[config.mk]
export PLATFORM = sky130hd
export DESIGN_NAME = ps2_key_code_tracker
export DESIGN_NICKNAME = d
export VERILOG_FILES = /design/src/rtl/ps2_key_code_tracker.sv
export SDC_FILE = /design/constraint.sdc
export NUM_CORES = 1
export LEC_CHECK = 0
export BUFFER_PORTS_ARGS = -buffer_cell sky130_fd_sc_hd__buf_2
export CAP_MARGIN = 20
export CORE_UTILIZATION = 44
export CTS_CLUSTER_DIAMETER = 80
export CTS_CLUSTER_SIZE = 14
export DETAILED_ROUTE_END_ITERATION = 8
export PLACE_DENSITY_LB_ADDON = 0.25
export SYNTH_ARGS = -nofsm -noshare
export SYNTH_HDL_FRONTEND = slang
export SYNTH_SLANG_ARGS = --single-unit
[constraint.sdc]
create_clock -name clk -period 2.7 [get_ports clk]
set_clock_uncertainty 0.05 [all_clocks]
set_input_delay 0.135 -clock clk [delete_from_list [all_inputs] [get_ports clk]]
set_output_delay 0.135 -clock clk [all_outputs]
set_load 0.02 [all_outputs]
[src/rtl/ps2_key_code_tracker.sv]
// PS/2 Set-2 key code tracker: decodes make/break/extended sequences from raw
// bytes, keeps a 4-byte raw history for hex display and tracks the current key.
module ps2_key_code_tracker #(
  parameter int unsigned TIMEOUT_CYCLES = 50000000,
  parameter int unsigned TIMEOUT_W      = 26
) (
  input  logic        clk,
  input  logic        reset,
  input  logic [7:0]  received_data,
  input  logic        received_data_en,
  input  logic        clear_history,
  output logic [31:0] hex_digits,
  output logic [7:0]  key_code,
  output logic        key_extended,
  output logic        key_pressed,
  output logic        key_event,
  output logic [7:0]  make_count
);

  typedef enum logic [1:0] {StIdle, StExt, StBrk, StExtBrk} state_e;

  localparam logic [TIMEOUT_W-1:0] TmoLast = TIMEOUT_W'(TIMEOUT_CYCLES - 1);

  state_e               state_q, state_d;
  logic [TIMEOUT_W-1:0] tmo_q, tmo_d;
  logic [31:0]          hist_q;
  logic [7:0]           key_code_q;
  logic                 key_ext_q;
  logic                 key_pressed_q;
  logic                 key_event_q;
  logic [7:0]           make_count_q;

  logic is_e0, is_f0, is_ignored;
  logic make, brk, ext, brk_match;

  assign is_e0      = (received_data == 8'hE0);
  assign is_f0      = (received_data == 8'hF0);
  // Keyboard replies (ACK, BAT ok, echo, resend, errors) are not key codes.
  assign is_ignored = (received_data == 8'hFA) || (received_data == 8'hAA) ||
                      (received_data == 8'hEE) || (received_data == 8'hFE) ||
                      (received_data == 8'h00) || (received_data == 8'hFF);

  always_comb begin
    state_d = state_q;
    tmo_d   = tmo_q;
    make    = 1'b0;
    brk     = 1'b0;
    ext     = 1'b0;
    if (received_data_en) begin
      tmo_d = '0;
      unique case (state_q)
        StIdle: begin
          if (is_e0)           state_d = StExt;
          else if (is_f0)      state_d = StBrk;
          else if (!is_ignored) make   = 1'b1;
        end
        StExt: begin
          if (is_f0)      state_d = StExtBrk;
          else if (is_e0) state_d = StExt;
          else begin
            make    = 1'b1;
            ext     = 1'b1;
            state_d = StIdle;
          end
        end
        StBrk: begin
          state_d = StIdle;
          brk     = !(is_e0 || is_f0);
        end
        StExtBrk: begin
          state_d = StIdle;
          brk     = !(is_e0 || is_f0);
          ext     = 1'b1;
        end
        default: state_d = StIdle;
      endcase
    end else if (state_q == StIdle) begin
      tmo_d = '0;
    end else if (tmo_q == TmoLast) begin
      state_d = StIdle;
      tmo_d   = '0;
    end else begin
      tmo_d = tmo_q + TIMEOUT_W'(1);
    end
  end

  assign brk_match = brk && (received_data == key_code_q) && (ext == key_ext_q) &&
                     key_pressed_q;

  always_ff @(posedge clk or posedge reset) begin
    if (reset) begin
      state_q       <= StIdle;
      tmo_q         <= '0;
      hist_q        <= '0;
      key_code_q    <= '0;
      key_ext_q     <= 1'b0;
      key_pressed_q <= 1'b0;
      key_event_q   <= 1'b0;
      make_count_q  <= '0;
    end else begin
      state_q     <= state_d;
      tmo_q       <= tmo_d;
      key_event_q <= make || brk_match;

      if (received_data_en) begin
        hist_q <= clear_history ? {24'h0, received_data} : {hist_q[23:0], received_data};
      end else if (clear_history) begin
        hist_q <= '0;
      end

      if (make) begin
        key_code_q    <= received_data;
        key_ext_q     <= ext;
        key_pressed_q <= 1'b1;
        make_count_q  <= clear_history ? 8'd1 : make_count_q + 8'd1;
      end else begin
        if (clear_history) make_count_q <= '0;
        if (brk_match)     key_pressed_q <= 1'b0;
      end
    end
  end

  assign hex_digits   = hist_q;
  assign key_code     = key_code_q;
  assign key_extended = key_ext_q;
  assign key_pressed  = key_pressed_q;
  assign key_event    = key_event_q;
  assign make_count   = make_count_q;

endmodule
==> results of run 1 <==
worst max-delay path: stages, from the launching register on:
cell     delay [ns]
dfrtp_1        0.42
or4b_1         0.51
or4_1          0.49
nor4_2         0.33
or2_1          0.19
buf_12         0.17
nor2_1         0.06
worst paths after layout:
path                                  start        endpoint  slack (ns)  depth (start not counted)
min reg2reg                   hex_digits[4]   hex_digits[4]        0.47                          2
max reg2reg                       tmo_q[16]       tmo_q[24]        0.36                          6
max in group asynchronous             reset       tmo_q[16]        1.70                          5
min                        received_data[7]   hex_digits[7]        0.05                          2
min in group asynchronous             reset  hex_digits[27]        0.18                          3
max                               tmo_q[16]       tmo_q[24]        0.36                          6
through the flow:
stage               area, um2  total power [mW]  hold WS (ns)    util
finish                   4238             2.278       0.05051  0.5400
global route             4238             2.386       0.04838  0.5400
CTS                      4210             2.303       0.03933  0.5365
floorplan                3613             1.445        0.2082       -
detailed placement       4035             1.538        0.3539  0.5142
global placement         4035             1.533        0.3520  0.5142
sequential cells by signal, indices dropped and copies added (netlist names):
register      cells
make_count        8
key_code          8
key_pressed       1
key_extended      1
tmo_q            26
key_event         1
hex_digits       32
state_q           2
repair_timing:
action,in CTS,in global routing
hold buffers,1,0
hold endpoints to repair,57,0
endpoints found under the setup margin,0,0
setup buffers,0,0
layer usage:
layer	track usage	vias up
met3	0.04351	7
li1	-	1293
met2	0.2920	55
met1	0.2509	1269
met5	0	-
met4	0.06923	0
layout make-up:
| class | instances | area (um2) | share of cell area |
|---|---|---|---|
| Sequential cell | 79 | 1977 | 0.4665 |
| Multi-Input combinational cell | 235 | 1531 | 0.3614 |
| Timing Repair Buffer | 71 | 412.9 | 0.09743 |
| Clock buffer | 10 | 127.6 | 0.03012 |
| Tap cell | 102 | 127.6 | 0.03012 |
| Clock inverter | 6 | 37.54 | 0.008857 |
| Inverter | 6 | 23.77 | 0.005610 |
placed cells by master (no fill, tap or decap), types with 6 or more instances in the layout:
| master | n |
|---|---|
| dfrtp_1 | 79 |
| buf_2 | 62 |
| nor2_1 | 60 |
| mux2i_1 | 25 |
| nand3_1 | 24 |
| xor2_1 | 19 |
| xnor2_1 | 15 |
| nand2_1 | 12 |
| nand4_1 | 11 |
| a22o_1 | 10 |
| mux2_2 | 9 |
| clkbuf_8 | 9 |
| a21oi_1 | 7 |
| nor3_1 | 6 |
| buf_4 | 6 |
logic make-up after synthesis:
| logic type | share of synthesized area |
|---|---|
| flops | 0.5471 |
| mux | 0.09730 |
| compound gates | 0.04882 |
| xor+xnor | 0.08241 |
| simple gates | 0.1884 |
| fa+ha+maj | 0.006924 |
| buf+inv | 0.02909 |
power by group through the flow:
stage                     Sequential, mW  Combinational, mW  Clock (mW)
after global placement              1.28              0.252           0
after global routing                1.26              0.285       0.837
after floorplan                     1.32              0.120           0
after CTS                           1.26              0.259       0.786
after detailed placement            1.28              0.257           0
final                               1.26              0.258       0.762
==> results_dict.tcl, run 1 <==
set metrics [dict create \
    outcome "completed" \
    period_minus_slack_ns 2.339 \
    port_buffers 62 \
    clkSinkCount 79 \
    ios 63 \
    ys_ff_latch 79 \
    dieArea_um2 8578 \
    syn_to_final_growth_pct 17.28 \
    fp.coreArea_um2 7848 \
    hold_viol 0 \
    crit_required_ns 2.89 \
    max_freq_mhz 427.5 \
    max-slew-margin-rel 0.5930 \
    grt_usage 0.1857 \
    drv_cap 0 \
    sw_frac_of_total 0.2760 \
    yosysMostFrequentCell "dfrtp_1" \
    die_h_um 92.62 \
    drtIter0Drc 184 \
    crit_arrival_ns 2.53 \
    routed_wirelength_um 7067 \
    p_sw_uw 628.8 \
    crit_path_end_kind "flop" \
    grt_pass1_vias 2616 \
    fin_nets 416 \
    antenna_found_initial 0 \
    grt_first_pass_wirelength_um 12340 \
    cts_root_buf "clkbuf_8" \
    die_w_um 92.62 \
    fin_setup_tns_ns 0 \
    yosysTopAreaCell "dfrtp_1" \
    clk_path_buf_depth 2 \
    grt_max_degree 60 \
    vdd_drop_max_mv 0.3051 \
    top_layer "met4" \
    path_max_fanout 25 \
    cts_tree "yes" \
    filler_cell_count 741 \
    slew_violations 0 \
    drc 0 \
    numCtsBuffers 9 \
    cts.repair.resized 0 \
    syn_inst 334 \
    drive_gt1_frac 0.2383 \
    route.met2.wl_um 3300 \
    synth_commonest_cells "dfrtp_1 (79), nor2_1 (60), mux2i_1 (25)" \
    dp.cells 491 \
    vias 2624 \
    synthTopCellsByArea "dfrtp_1 (55%), mux2i_1 (6.9%), nor2_1 (6.2%)" \
    async_flop_share 1.000 \
    grt.overflow.total 0 \
    netlist_area_um2 3613 \
    stdcell_count 509 \
    ys_seq_area_frac 0.5471 \
    dp_hpwl_um 4942 \
    combPwrFrac 0.113 \
    first_pass_iters 6 \
    synthDistinctLibCells 35 \
    clk_pin_slew_ns 0.08 \
    pwr-share-clk 0.335 \
    synth_top_area_frac 0.5471 \
    start_util 0.4605 \
    ant_nets 0 \
    setup_ws_ns 0.3607 \
    place_ws_ns 0.3602 \
    p_int_mw 1.650 \
    syn_nets 348 \
    std_cell_rows 32 \
    synth_warnings 0 \
    worstMarginPinSlew_ns 0.6105 \
    n_antenna_cell 0 \
    setup_viol 0 \
    path_class "flop to flop" \
    leakage_nw 2.016 \
    final.period_utilization 0.8664 \
    synth_edf_count 0 \
    cellPowerDensity_nw_per_um2 537.6 \
    clock_latency_ns 0.35 \
    power_frac_seq 0.552 \
    place.gp.congestion 0.7570 \
    met1_length_um 3374 \
    synth.avg_cell_area_um2 10.82 \
    synth_ff_type "dfrtp_1" \
    vias_per_cell 5.155 \
    hold_path_class "primary input to flop" \
    rsz0062_at_grt "no" \
    met3_length_um 299 \
    avgRoutedWirePerCell_um 13.88 \
    start_kind "flop" \
    ctsHtreeMaxLevel 3 \
]
No activity file was read; power rests on OpenSTA's default activity.
==> run 2, diff against run 1 <==
==> constraint.sdc (replaced) <==
create_clock -name clk -period 2.7 [get_ports clk]
set_clock_uncertainty 0.05 [all_clocks]
set_input_delay 0.27 -clock clk [delete_from_list [all_inputs] [get_ports clk]]
set_output_delay 0.27 -clock clk [all_outputs]
set_load 0.02 [all_outputs]
==> results_dict.tcl, run 2 (synthesis gave the netlist of run 1 again) <==
set metrics [dict create \
    outcome "completed" \
    n_antenna_cell 0 \
    final.period_utilization 0.8795 \
    dp_hpwl_um 4889 \
    clk_pin_slew_ns 0.08 \
    dieArea_um2 8578 \
    p_total_mw 2.306 \
    max-slew-margin-rel 0.5803 \
    antenna_found_initial 0 \
    rsz0062_at_grt "no" \
    critPathSlowestCell "or4b_1" \
    largest_reg_flops 32 \
    vdd_drop_max_mv 0.3179 \
    routed_wirelength_um 7164 \
    grt_usage 0.1778 \
    cpLargestDelayFamily "simple AND/OR/NAND/NOR gates" \
    numCtsBuffers 9 \
    leakage_nw 2.011 \
    pwr-share-clk 0.345 \
    first_pass_iters 4 \
    multi_input_area_um2 1531 \
    vias 2672 \
    ant_nets 0 \
    path_class "flop to flop" \
    area.sequential_um2 1977 \
    fin_util 0.5394 \
    clkSinkCount 79 \
    setup_ws_ns 0.3254 \
    crit_arrival_ns 2.56 \
    period_minus_slack_ns 2.375 \
    combPwrFrac 0.110 \
    port_buffers 62 \
    std_cell_rows 32 \
    clock_latency_ns 0.35 \
    ios 63 \
    worstHoldStart "received_data[7]" \
    sw_frac_of_total 0.2799 \
    critical_path.startpoint "tmo_q[16]" \
    place_ws_ns 0.3484 \
    final_common_cell "dfrtp_1" \
    r2r-start "tmo_q[16]" \
    stdcell_count 507 \
    setup_viol 0 \
    drtIter0Drc 145 \
    grt.overflow.total 0 \
    hold_path_class "primary input to flop" \
    p_int_mw 1.660 \
    fin_setup_tns_ns 0 \
    grt_pass1_vias 2541 \
    critPathBufInv 1 \
    vias_per_cell 5.270 \
    grt_max_degree 57 \
    drive_gt1_frac 0.2370 \
    clk_path_buf_depth 2 \
    hold_viol 0 \
    die_w_um 92.62 \
    dp.cells 490 \
    max_freq_mhz 421.1 \
    crit_required_ns 2.88 \
    fp.coreArea_um2 7848 \
    power_frac_seq 0.545 \
    syn_to_final_growth_pct 17.14 \
    p_sw_uw 645.4 \
    cts_root_buf "clkbuf_8" \
    layout_common_cells "dfrtp_1 (79), buf_2 (62), nor2_1 (60)" \
    ctsHtreeMaxLevel 3 \
    slew_violations 0 \
    drv_cap 0 \
    start_util 0.4605 \
    cellPowerDensity_nw_per_um2 544.7 \
    fin_nets 414 \
    start_kind "flop" \
    place.gp.congestion 0.7867 \
    worst_path_largest_cell_delay_ns 0.52 \
    filler_cell_count 733 \
    path_max_fanout 25 \
    cts_tree "yes" \
    crit_path_end_kind "flop" \
    grt_first_pass_wirelength_um 12100 \
    avgRoutedWirePerCell_um 14.13 \
    cp_cell_sequence "or4b_1, or4_1, nor4_2, or2_1, buf_12, nor2_1" \
    worstMarginPinSlew_ns 0.6296 \
    die_h_um 92.62 \
    drc 0 \
]
## run 2: through the flow
stage                     cell area, um2  hold WS, ns
after floorplan                     3613       0.3432
after global placement              4040       0.2295
after detailed placement            4040       0.2264
after CTS                           4233       0.1781
after global routing                4233       0.2022
final                               4233       0.1864
## run 2: metal layers
metal / GRT usage / wire, um / vias to the layer above
li1: - / - / 1286
met1: 0.2496 / 3418 / 1332
met2: 0.2741 / 3412 / 45
met3: 0.03695 / 243 / 9
met4: 0.06154 / 89 / 0
met5: 0 / 0 / -
## run 2: power groups by stage
stage | clock [mW] | sequential [mW] | combinational (mW)
final | 0.795 | 1.26 | 0.253
after global routing | 0.868 | 1.26 | 0.276
after CTS | 0.819 | 1.26 | 0.257
after detailed placement | 0 | 1.28 | 0.256
after global placement | 0 | 1.28 | 0.254
after floorplan | 0 | 1.32 | 0.120
## run 2: cell type report
| cell class | instances | area share |
|---|---|---|
| clock inverters | 7 | 0.01389 |
| well taps | 102 | 0.03015 |
| repair buffers | 69 | 0.09223 |
| flip-flops and latches | 79 | 0.4670 |
| clock buffers | 9 | 0.02926 |
| inverters | 6 | 0.005616 |
| multi-input cells | 235 | 0.3618 |
## run 2: repair_timing
item	in CTS	in global routing
resized for setup	0	0
hold endpoints to repair	23	0
hold buffers	1	0
setup buffers	0	0
## run 2: worst paths after layout
kind | to | cells past startpoint | slack [ns]
hold / removal | key_code[7] | 2 | 0.19
max in group asynchronous | tmo_q[5] | 4 | 1.58
setup reg to reg | tmo_q[5] | 6 | 0.33
setup / recovery | tmo_q[5] | 6 | 0.33
min in group asynchronous | hex_digits[29] | 3 | 0.39
hold reg to reg | hex_digits[4] | 2 | 0.47
## run 2: worst reg2reg max path, cell delays in order, from the launching register on
cell	delay [ns]
dfrtp_1	0.43
or4b_1	0.52
or4_1	0.49
nor4_2	0.33
or2_1	0.20
buf_12	0.18
nor2_1	0.07
==> run 3, diff against run 2 <==
- RECOVER_POWER: unset -> 50
==> results_dict.tcl, run 3 (synthesis gave the netlist of run 1 again) <==
set metrics [dict create \
    dieArea_um2 8578 \
    largest_reg_flops 32 \
    vdd_drop_max_mv 0.3180 \
    grt_pass1_vias 2541 \
    leakage_nw 1.979 \
    clkSinkCount 79 \
    start_kind "flop" \
    n_antenna_cell 0 \
    rsz0062_at_grt "no" \
    drive_gt1_frac 0.2222 \
    postCtsSetupBuffers 0 \
    ant_nets 0 \
    period_minus_slack_ns 2.360 \
    routed_wirelength_um 7138 \
    hold_viol 0 \
    crit_path_end_kind "flop" \
    cts_root_buf "clkbuf_8" \
    worstMarginPinSlew_ns 1.003 \
    place_ws_ns 0.3484 \
    slew_violations 0 \
    vias 2665 \
    final_area_um2 4210 \
    grt_usage 0.1778 \
    filler_cell_count 738 \
    cts.repair.resized 0 \
    clk_pin_slew_ns 0.08 \
    dp.cells 490 \
    first_pass_iters 4 \
    antenna_found_initial 0 \
    die_h_um 92.62 \
    fp.coreArea_um2 7848 \
    drc 0 \
    numCtsBuffers 9 \
    place.gp.congestion 0.7867 \
    hold_slack_ns 0.1867 \
    grt_first_pass_wirelength_um 12100 \
    setup_viol 0 \
    setup_ws_ns 0.3405 \
    die_w_um 92.62 \
    start_util 0.4605 \
    ctsHtreeMaxLevel 3 \
    placed_area_um2 4040 \
    fin_setup_tns_ns 0 \
    std_cell_rows 32 \
    crit_required_ns 2.88 \
    stdcell_count 507 \
    clk_path_buf_depth 2 \
    hold_path_class "primary input to flop" \
    cts_tree "yes" \
    avgRoutedWirePerCell_um 14.08 \
    final_common_cell "dfrtp_1" \
    path_max_fanout 25 \
    cp_cell_sequence "or4b_1, or4_1, nor4_2, or2_1, buf_12, nor2_1" \
    max_freq_mhz 423.8 \
    vias_per_cell 5.256 \
    dp_hpwl_um 4889 \
    ios 63 \
    grt_max_degree 57 \
    path_class "flop to flop" \
    critPathSlowestCell "or4b_1" \
    cellPowerDensity_nw_per_um2 546.7 \
    port_buffers 62 \
    layout_common_cells "dfrtp_1 (79), nor2_1 (60), buf_2 (56)" \
    final.period_utilization 0.8739 \
    drv_cap 0 \
    drtIter0Drc 142 \
    worst_path_largest_cell_delay_ns 0.52 \
    syn_to_final_growth_pct 16.52 \
    max-slew-margin-rel 0.3276 \
    grt.overflow.total 0 \
    outcome "completed" \
    clock_latency_ns 0.35 \
    fin_nets 414 \
    crit_arrival_ns 2.54 \
]
-- run 3: power by group --
part	leakage, nW	internal (mW)	switching, mW	total [mW]
Clock	0.0860	0.343	0.451	0.794
Combinational	0.833	0.0940	0.156	0.250
Sequential	1.06	1.22	0.0364	1.26
Total	1.98	1.66	0.644	2.30
-- run 3: final timing paths --
| path | from | to | slack (ns) | depth (start not counted) |
|---|---|---|---|---|
| max in group asynchronous | reset | tmo_q[5] | 0.71 | 4 |
| setup / recovery | tmo_q[16] | tmo_q[5] | 0.34 | 6 |
| setup reg to reg | tmo_q[16] | tmo_q[5] | 0.34 | 6 |
| min in group asynchronous | reset | hex_digits[29] | 0.58 | 3 |
| hold / removal | received_data[7] | key_code[7] | 0.19 | 2 |
| hold reg to reg | hex_digits[4] | hex_digits[4] | 0.47 | 2 |
-- run 3: timing repair --
item	CTS	global route
setup endpoints to repair	0	0
endpoints found under the hold margin	23	0
hold buffers	1	0
-- run 3: through the flow --
| step | utilization | power (mW) |
|---|---|---|
| CTS | 0.5394 | 2.334 |
| floorplan | - | 1.445 |
| detailed placement | 0.5148 | 1.537 |
| global route | 0.5365 | 2.406 |
| global placement | 0.5148 | 1.534 |
| finish | 0.5365 | 2.302 |
-- run 3: area by class of cell --
type / count / area [um2] / area share
clock buffer: 9 / 123.9 / 0.02942
clock inverter: 7 / 58.81 / 0.01397
tap: 102 / 127.6 / 0.03031
multi-input combinational: 235 / 1531 / 0.3637
timing repair buffer: 69 / 367.9 / 0.08737
inverter: 6 / 23.77 / 0.005646
sequential: 79 / 1977 / 0.4695
-- run 3: worst max-delay path: cells and delay by family, from the launching register on --
family	cells	cell delay, ns
AND/OR/NAND/NOR	5	1.58
flip-flops	1	0.43
buffers and inverters	1	0.17
-- run 3: metal layers --
metal  vias to the layer above  wire (um)  track usage
li1                       1289          -            -
met1                      1317       3394       0.2496
met2                        48       3388       0.2741
met3                        11        257      0.03695
met4                         0         98      0.06154
met5                         -          0            0
